**src/rtl/profile_pkg.sv**
```systemverilog
// Shared definitions for the FIFO profiling readout controller:
// FIFO state codes, controller FSM encoding and the dump word count.
package profile_pkg;

  localparam logic [1:0] FIFO_IDLE = 2'd0;
  localparam logic [1:0] FIFO_CALC = 2'd1;
  localparam logic [1:0] FIFO_DONE = 2'd2;

  typedef enum logic [1:0] {
    ST_IDLE   = 2'd0,
    ST_STREAM = 2'd1,
    ST_DONE   = 2'd2
  } ctrl_state_t;

  function automatic int unsigned word_count(input int unsigned num_fifos);
    return 3 * num_fifos;
  endfunction

endpackage

```
**src/rtl/profile_readout_ctrl_if.sv**
```systemverilog
// Valid/ready readout port carrying one counter word plus its FIFO/state tag.
interface profile_readout_ctrl_if #(
  parameter int CNT_W = 32
);
  logic             out_valid;
  logic             out_ready;
  logic [CNT_W-1:0] out_data;
  logic [3:0]       out_fifo;
  logic [1:0]       out_sel;

  modport master (
    output out_valid, out_data, out_fifo, out_sel,
    input  out_ready
  );

  modport slave (
    input  out_valid, out_data, out_fifo, out_sel,
    output out_ready
  );
endinterface

```
**src/rtl/profile_counter.sv**
```systemverilog
// Saturating live counter with a shadow register that captures the
// count including the current increment when snap is asserted.
module profile_counter #(
  parameter int CNT_W = 32
) (
  input  logic             clk,
  input  logic             rst,
  input  logic             inc,
  input  logic             clr,
  input  logic             snap,
  output logic [CNT_W-1:0] snap_q
);

  logic [CNT_W-1:0] cnt_q;
  logic [CNT_W-1:0] cnt_nxt;

  assign cnt_nxt = (inc && !(&cnt_q)) ? cnt_q + CNT_W'(1) : cnt_q;

  always_ff @(posedge clk) begin
    if (rst) begin
      cnt_q  <= '0;
      snap_q <= '0;
    end else begin
      if (snap) snap_q <= cnt_nxt;
      cnt_q <= clr ? '0 : cnt_nxt;
    end
  end

endmodule

```
**src/rtl/profile_readout_ctrl.sv**
```systemverilog
// Per-FIFO state-cycle profiler: snapshots all counters on request and
// streams them out FIFO-major (idle, calc, done) over a valid/ready port.
//   state     | meaning
//   ST_IDLE   | counting only; dump_req takes snapshot and starts stream
//   ST_STREAM | out_valid high, one shadow word per accepted transfer
//   ST_DONE   | one-cycle dump_done pulse, then back to ST_IDLE
module profile_readout_ctrl
  import profile_pkg::*;
#(
  parameter int NUM_FIFOS     = 4,
  parameter int CNT_W         = 32,
  parameter int CLEAR_ON_DUMP = 1
) (
  input  logic                   clk,
  input  logic                   rst,
  input  logic [2*NUM_FIFOS-1:0] states,
  input  logic                   enable,
  input  logic                   dump_req,
  output logic                   dump_busy,
  output logic                   dump_done,
  profile_readout_ctrl_if.master out_if
);

  localparam int unsigned NWORDS = word_count(NUM_FIFOS);

  ctrl_state_t      state_q, state_d;
  logic [3:0]       fifo_q, fifo_d;
  logic [1:0]       sel_q, sel_d;
  logic             snap;
  logic             last_word;
  logic             streaming;
  logic [CNT_W-1:0] data_mux;
  logic [CNT_W-1:0] shadow [NUM_FIFOS][3];

  for (genvar i = 0; i < NUM_FIFOS; i++) begin : g_fifo
    for (genvar s = 0; s < 3; s++) begin : g_sel
      localparam logic [1:0] CODE = (s == 0) ? FIFO_IDLE :
                                    (s == 1) ? FIFO_CALC : FIFO_DONE;
      profile_counter #(.CNT_W(CNT_W)) u_cnt (
        .clk    (clk),
        .rst    (rst),
        .inc    (enable && (states[2*i +: 2] == CODE)),
        .clr    (snap && (CLEAR_ON_DUMP != 0)),
        .snap   (snap),
        .snap_q (shadow[i][s])
      );
    end
  end

  assign last_word = (fifo_q == 4'(NUM_FIFOS - 1)) && (sel_q == 2'd2);

  always_ff @(posedge clk) begin
    if (rst) begin
      state_q <= ST_IDLE;
      fifo_q  <= '0;
      sel_q   <= '0;
    end else begin
      state_q <= state_d;
      fifo_q  <= fifo_d;
      sel_q   <= sel_d;
    end
  end

  always_comb begin
    state_d = state_q;
    fifo_d  = fifo_q;
    sel_d   = sel_q;
    snap    = 1'b0;
    case (state_q)
      ST_IDLE: begin
        if (dump_req) begin
          snap    = 1'b1;
          state_d = ST_STREAM;
          fifo_d  = '0;
          sel_d   = '0;
        end
      end
      ST_STREAM: begin
        if (out_if.out_ready) begin
          if (last_word) begin
            state_d = ST_DONE;
            fifo_d  = '0;
            sel_d   = '0;
          end else if (sel_q == 2'd2) begin
            sel_d  = '0;
            fifo_d = fifo_q + 4'd1;
          end else begin
            sel_d = sel_q + 2'd1;
          end
        end
      end
      ST_DONE: state_d = ST_IDLE;
      default: state_d = ST_IDLE;
    endcase
  end

  // Word index only moves on a handshake, so the tag and data hold while stalled.
  always_comb begin
    data_mux = '0;
    for (int i = 0; i < NUM_FIFOS; i++) begin
      for (int s = 0; s < 3; s++) begin
        if (fifo_q == 4'(i) && sel_q == 2'(s)) data_mux = shadow[i][s];
      end
    end
  end

  assign streaming        = (state_q == ST_STREAM);
  assign out_if.out_valid = streaming;
  assign out_if.out_data  = streaming ? data_mux : '0;
  assign out_if.out_fifo  = streaming ? fifo_q : '0;
  assign out_if.out_sel   = streaming ? sel_q : '0;
  assign dump_busy        = (state_q != ST_IDLE);
  assign dump_done        = (state_q == ST_DONE);

  initial assert (NWORDS == 3 * NUM_FIFOS);

endmodule
```
**src/flat_wrapper.sv**
```systemverilog
// flat-port wrapper written by rule: the top's interface ports become plain ports
module profile_readout_ctrl_flat import profile_pkg::*;
#(
  parameter int NUM_FIFOS     = 4,
  parameter int CNT_W         = 32,
  parameter int CLEAR_ON_DUMP = 1
)
  (clk, rst, states, enable, dump_req, dump_busy, dump_done, out_if_out_valid, out_if_out_data, out_if_out_fifo, out_if_out_sel, out_if_out_ready);
  profile_readout_ctrl_if #(.CNT_W(CNT_W)) out_if_i ();
  input  logic clk;
  input  logic rst;
  input  logic [2*NUM_FIFOS-1:0] states;
  input  logic enable;
  input  logic dump_req;
  output logic dump_busy;
  output logic dump_done;
  output wire logic [$bits(out_if_i.out_valid)-1:0] out_if_out_valid;
  output wire logic [$bits(out_if_i.out_data)-1:0] out_if_out_data;
  output wire logic [$bits(out_if_i.out_fifo)-1:0] out_if_out_fifo;
  output wire logic [$bits(out_if_i.out_sel)-1:0] out_if_out_sel;
  input wire logic [$bits(out_if_i.out_ready)-1:0] out_if_out_ready;
  assign out_if_out_valid = out_if_i.out_valid;
  assign out_if_out_data = out_if_i.out_data;
  assign out_if_out_fifo = out_if_i.out_fifo;
  assign out_if_out_sel = out_if_i.out_sel;
  assign out_if_i.out_ready = out_if_out_ready;
  profile_readout_ctrl #(.NUM_FIFOS(NUM_FIFOS), .CNT_W(CNT_W), .CLEAR_ON_DUMP(CLEAR_ON_DUMP)) u_core (.clk(clk), .rst(rst), .states(states), .enable(enable), .dump_req(dump_req), .dump_busy(dump_busy), .dump_done(dump_done), .out_if(out_if_i));
endmodule
```
**config.mk**
```make
export PLATFORM = sky130hd
export DESIGN_NAME = profile_readout_ctrl_flat
export DESIGN_NICKNAME = d
export VERILOG_FILES = /design/src/rtl/profile_pkg.sv /design/src/rtl/profile_readout_ctrl_if.sv /design/src/rtl/profile_counter.sv /design/src/rtl/profile_readout_ctrl.sv /design/src/flat_wrapper.sv
export SDC_FILE = /design/constraint.sdc
export NUM_CORES = 2
export LEC_CHECK = 0
export ABC_AREA = 1
export CAP_MARGIN = 20
export CORE_UTILIZATION = 45
export CTS_BUF_LIST = sky130_fd_sc_hd__clkbuf_8 sky130_fd_sc_hd__clkbuf_16
export CTS_CLUSTER_SIZE = 30
export DETAILED_ROUTE_END_ITERATION = 6
export PLACE_DENSITY_LB_ADDON = 0.15
export SYNTH_ARGS = -nofsm -noshare
export SYNTH_HDL_FRONTEND = slang
export SYNTH_SLANG_ARGS = --single-unit
```
**constraint.sdc**
```tcl
create_clock -name clk -period 5 [get_ports clk]
set_input_delay 1 -clock clk [delete_from_list [all_inputs] [get_ports clk]]
set_output_delay 1 -clock clk [all_outputs]
set_load 0.02 [all_outputs]
```
==> results.txt <==
- Outcome: finished, final reports clean
* Seq/Total Area, Yosys: 0.398
- The repair_antennas step left the layout with diodes totalling 0.
- Instance area after placement: 40600 µm²
- Critical path startpoint category: register
- IR Drop Worst-Case VDD: 0.276 mV
- Buffers inserted during clock tree synthesis total 87.
- The critical path ends at out_if_out_data[8].
* Die Span X: 297 µm
- Required time of the worst setup path: 4.00 ns
* I/O pin count: 54
- Of the cells placed in the final design, the portion with a size suffix greater than 1 is 0.0503.
* Syn Nets: 5754
- Die footprint: 88000 µm²
- Min setup slack post-route: 0.0938 ns
- Number of library cell types mapped by synthesis: 46
* Setup repair after global routing missed its margin: true
* Relative slew margins: 0.266
- The first detailed-routing pass took 5 iterations.
* Number of core rows: 107
* Mapped Avg Cell Area: 6.82 µm²
* Leftover overflow at the end of global routing: 0
- After clock tree synthesis, the clock-pin slew on the worst setup and hold paths is 0.05 ns.
* Min Tclk post-route: 4.91 ns
* Final non-filler cell total: 6912
- Number of sinks handled by clock tree synthesis: 776
* Fraction of the cycle the final worst path needs: 0.981
* Global routing usage summed across all routing layers: 0.293
- Layout overhead on the synthesized area: 12.1%
- Clk root buf: sky130_fd_sc_hd__clkbuf_16
- Most used cells in the layout excluding fill and tap cells: 1382 x sky130_fd_sc_hd__nand2_1, 813 x sky130_fd_sc_hd__inv_1, 776 x sky130_fd_sc_hd__dfxtp_1
- In this run, the number of DRC markers left after iteration 0 of detailed routing was 3476.
* Maximum clock skew at final layout: 0.0308 ns
* R2R depth: 7
- Timing analysis after detailed placement gives a worst setup slack of 0.642 ns.
* Clock tree from TritonCTS: built
* Remaining number of nets flagged by the antenna check after routing: 0
- In this run the critical register-to-register path is captured at u_core.g_fifo[0].g_sel[2].u_cnt.snap_q[31].
- The initial antenna violation count came to 2.
- The via count of the first global-routing pass was 33.1k.
- In this run the standard cell core region covers 85500 µm².
* Share of synthesized registers carrying an async set or reset: 0
* Number of DRC violations after detailed routing: 0
* Classification of the worst-slack hold path: reg2reg
- Max-cap violation count: 0
- Top achievable clock speed: 0.204 GHz
- The synthesized netlist occupies a cell area of 39100 µm².
* Hpwl dp: 97300 µm
- The congestion estimate from routability-driven global placement came to 0.989.
- Post-DR vias/cell: 5.26
* Largest net degree at the start of global routing: 184
- Worst setup EP type: primary output
- Final standard cell area without fillers: 43800 µm²
- Number of storage elements in the synthesis netlist: 776
- For flop-to-flop paths, the worst setup slack is 1.84 ns.
* Total count of max-transition violations in the final report: 0
* Number of cells in the design after placement: 6744
- STA puts the critical path data arrival time at 3.91 ns.
- Among all flip-flop cells after synthesis, the most frequent one is sky130_fd_sc_hd__dfxtp_1.
* Clk_lat worst skew: 0.68 ns
- Critical path fanouts, max: 23
- Detailed-route wire length per cell: 18.9 µm
- For this configuration, the core starts out at a cell density of 0.457.
* Critical setup path kind: reg2out
- The routed layout has 36.4k vias.
- After routing, the total negative slack on setup checks comes to 0 ns.
* Power density over the cells: 317 nW/µm²
* Bufs on Longest Clock Path: 3
- The clock tree synthesis step divided the H-tree into 3 levels.
- EDFF count, synth: 0
- The first global-routing pass estimated 198000 µm of wire.
* Cell count after synthesis: 5725
- The final layout contains routed wiring with a total length of 130000 µm.
* Reported leakage power: 15.8 nW
* CP startpoint: u_core.fifo_q[0]
* Final setup violating endpoints: 0
* Net total in the final layout: 5729
- The startpoint identified for the worst register-to-register timing path is u_core.state_q[0].
- The final hold violation count came to 0.
- At the pin with the least slew margin, the transition time is 1.10 ns.
- During placement, the flow inserted port buffers numbering 53.
- Height of the die: 297 µm
- Most common cell after layout, fill and taps aside: sky130_fd_sc_hd__nand2_1
* Syn. warnings: 0
* Hold-fix buffer count after cts: 0
## repair_timing
action                                 in CTS  in global routing
endpoints found under the hold margin       0                  0
resized for setup                           1                 15
setup endpoints to repair                   7                 30
pin swaps                                   2                  2
setup buffers                               0                  7
gates cloned                                2                  2
## synth_stat cells (5+ instances only)
library cell,instances,share of area
sky130_fd_sc_hd__nor2_2,11,0.0018
sky130_fd_sc_hd__o21ai_0,483,0.062
sky130_fd_sc_hd__xor2_1,302,0.068
sky130_fd_sc_hd__nor4_1,57,0.0091
sky130_fd_sc_hd__dfxtp_1,776,0.40
sky130_fd_sc_hd__a21oi_1,148,0.019
sky130_fd_sc_hd__xnor2_1,61,0.014
sky130_fd_sc_hd__buf_2,50,0.0064
sky130_fd_sc_hd__inv_1,807,0.078
sky130_fd_sc_hd__o21ai_1,33,0.0042
sky130_fd_sc_hd__nand2_2,10,0.0016
sky130_fd_sc_hd__inv_2,17,0.0016
sky130_fd_sc_hd__clkbuf_1,167,0.016
sky130_fd_sc_hd__ha_1,16,0.0051
sky130_fd_sc_hd__and2_1,111,0.018
sky130_fd_sc_hd__nor3b_1,5,0.00096
sky130_fd_sc_hd__buf_1,12,0.0012
sky130_fd_sc_hd__nand2_1,1382,0.13
sky130_fd_sc_hd__o211ai_1,17,0.0033
sky130_fd_sc_hd__nand3_1,116,0.015
sky130_fd_sc_hd__nor2_1,611,0.059
sky130_fd_sc_hd__nand4_1,99,0.016
sky130_fd_sc_hd__a31oi_1,33,0.0053
sky130_fd_sc_hd__nor3_1,187,0.024
sky130_fd_sc_hd__o22ai_1,119,0.019
sky130_fd_sc_hd__mux2i_1,12,0.0031
sky130_fd_sc_hd__a22o_1,45,0.010
## worst min path at each step
| stage | cells after the start | end | start |
|---|---|---|---|
| floorplan | 2 | u_core.g_fifo[0].g_sel[2].u_cnt.snap_q[9] | u_core.g_fifo[0].g_sel[2].u_cnt.snap_q[9] |
| global placement | 2 | u_core.g_fifo[3].g_sel[2].u_cnt.snap_q[8] | u_core.g_fifo[3].g_sel[2].u_cnt.snap_q[8] |
| detailed placement | 2 | u_core.g_fifo[3].g_sel[2].u_cnt.snap_q[16] | u_core.g_fifo[3].g_sel[2].u_cnt.snap_q[16] |
| CTS | 2 | u_core.g_fifo[2].g_sel[0].u_cnt.snap_q[10] | u_core.g_fifo[2].g_sel[0].u_cnt.snap_q[10] |
| global route | 2 | u_core.g_fifo[3].g_sel[2].u_cnt.snap_q[12] | u_core.g_fifo[3].g_sel[2].u_cnt.snap_q[12] |
| finish | 2 | u_core.g_fifo[2].g_sel[0].u_cnt.snap_q[10] | u_core.g_fifo[2].g_sel[0].u_cnt.snap_q[10] |
## sequential cells by signal, summed over array words and instances, names as in the netlist
| name | cells |
|---|---|
| u_core.fifo_q | 4 |
| u_core.g_fifo.g_sel.u_cnt.snap_q | 384 |
| u_core.state_q | 2 |
| u_core.sel_q | 2 |
| u_core.g_fifo.g_sel.u_cnt.cnt_q | 384 |
## final cells by class
| class | instances | area (µm²) |
|---|---|---|
| Tap cell | 1144 | 1430 |
| Multi-Input combinational cell | 3891 | 19500 |
| Timing Repair inverter | 1 | 7.51 |
| Inverter | 825 | 3120 |
| Sequential cell | 776 | 15500 |
| Clock inverter | 50 | 567 |
| Clock buffer | 107 | 2460 |
| Fill cell | 8676 | 41800 |
| Timing Repair Buffer | 118 | 1140 |
## metal layers
metal  up-vias  track usage  part of all wire
met5         -            0                 0
met4         0       0.0689             0.021
met3       150       0.0415             0.070
met2      1081        0.430              0.42
li1      18100            -                 -
met1     17100        0.445              0.49
## cell families after synthesis
group                      count (synthesis)  synth area share
AOI/OAI and AO/OA                        885             0.125
buffers and inverters                   1061             0.105
DFF                                      776             0.398
adders and majority gates                 16           0.00512
xor gates and xnor gates                 363            0.0814
and+or+nand+nor                         2612             0.284
muxes                                     12           0.00308
## per-stage QoR
| step | utilization | hold WS, ns | power (mW) |
|---|---|---|---|
| finish | 0.512 | 0.451 | 13.9 |
| global route | 0.512 | 0.481 | 14.3 |
| CTS | 0.511 | 0.454 | 13.9 |
| detailed placement | 0.475 | 0.440 | 7.18 |
| global placement | 0.475 | 0.433 | 7.18 |
| floorplan | - | 0.419 | 6.86 |
## power by group
| group | total, mW | switching (mW) | internal, mW |
|---|---|---|---|
| Clock | 6.79 | 2.80 | 3.98 |
| Sequential | 6.24 | 0.0288 | 6.21 |
| Combinational | 0.836 | 0.636 | 0.201 |
## worst max-delay path, stage by stage, from the launching register on
cell,delay (ns)
sky130_fd_sc_hd__dfxtp_1,0.38
sky130_fd_sc_hd__inv_1,0.12
sky130_fd_sc_hd__ha_1,0.22
sky130_fd_sc_hd__nand2_2,0.13
sky130_fd_sc_hd__nor2_2,0.12
sky130_fd_sc_hd__inv_1,0.49
sky130_fd_sc_hd__buf_4,0.35
sky130_fd_sc_hd__o21ai_0,0.13
sky130_fd_sc_hd__inv_1,0.08
sky130_fd_sc_hd__nand2_1,0.05
sky130_fd_sc_hd__nand2_1,0.20
sky130_fd_sc_hd__nand2_1,0.16
sky130_fd_sc_hd__a21oi_1,0.18
sky130_fd_sc_hd__clkdlybuf4s50_1,0.62
No activity file was read; power rests on OpenSTA's default activity.
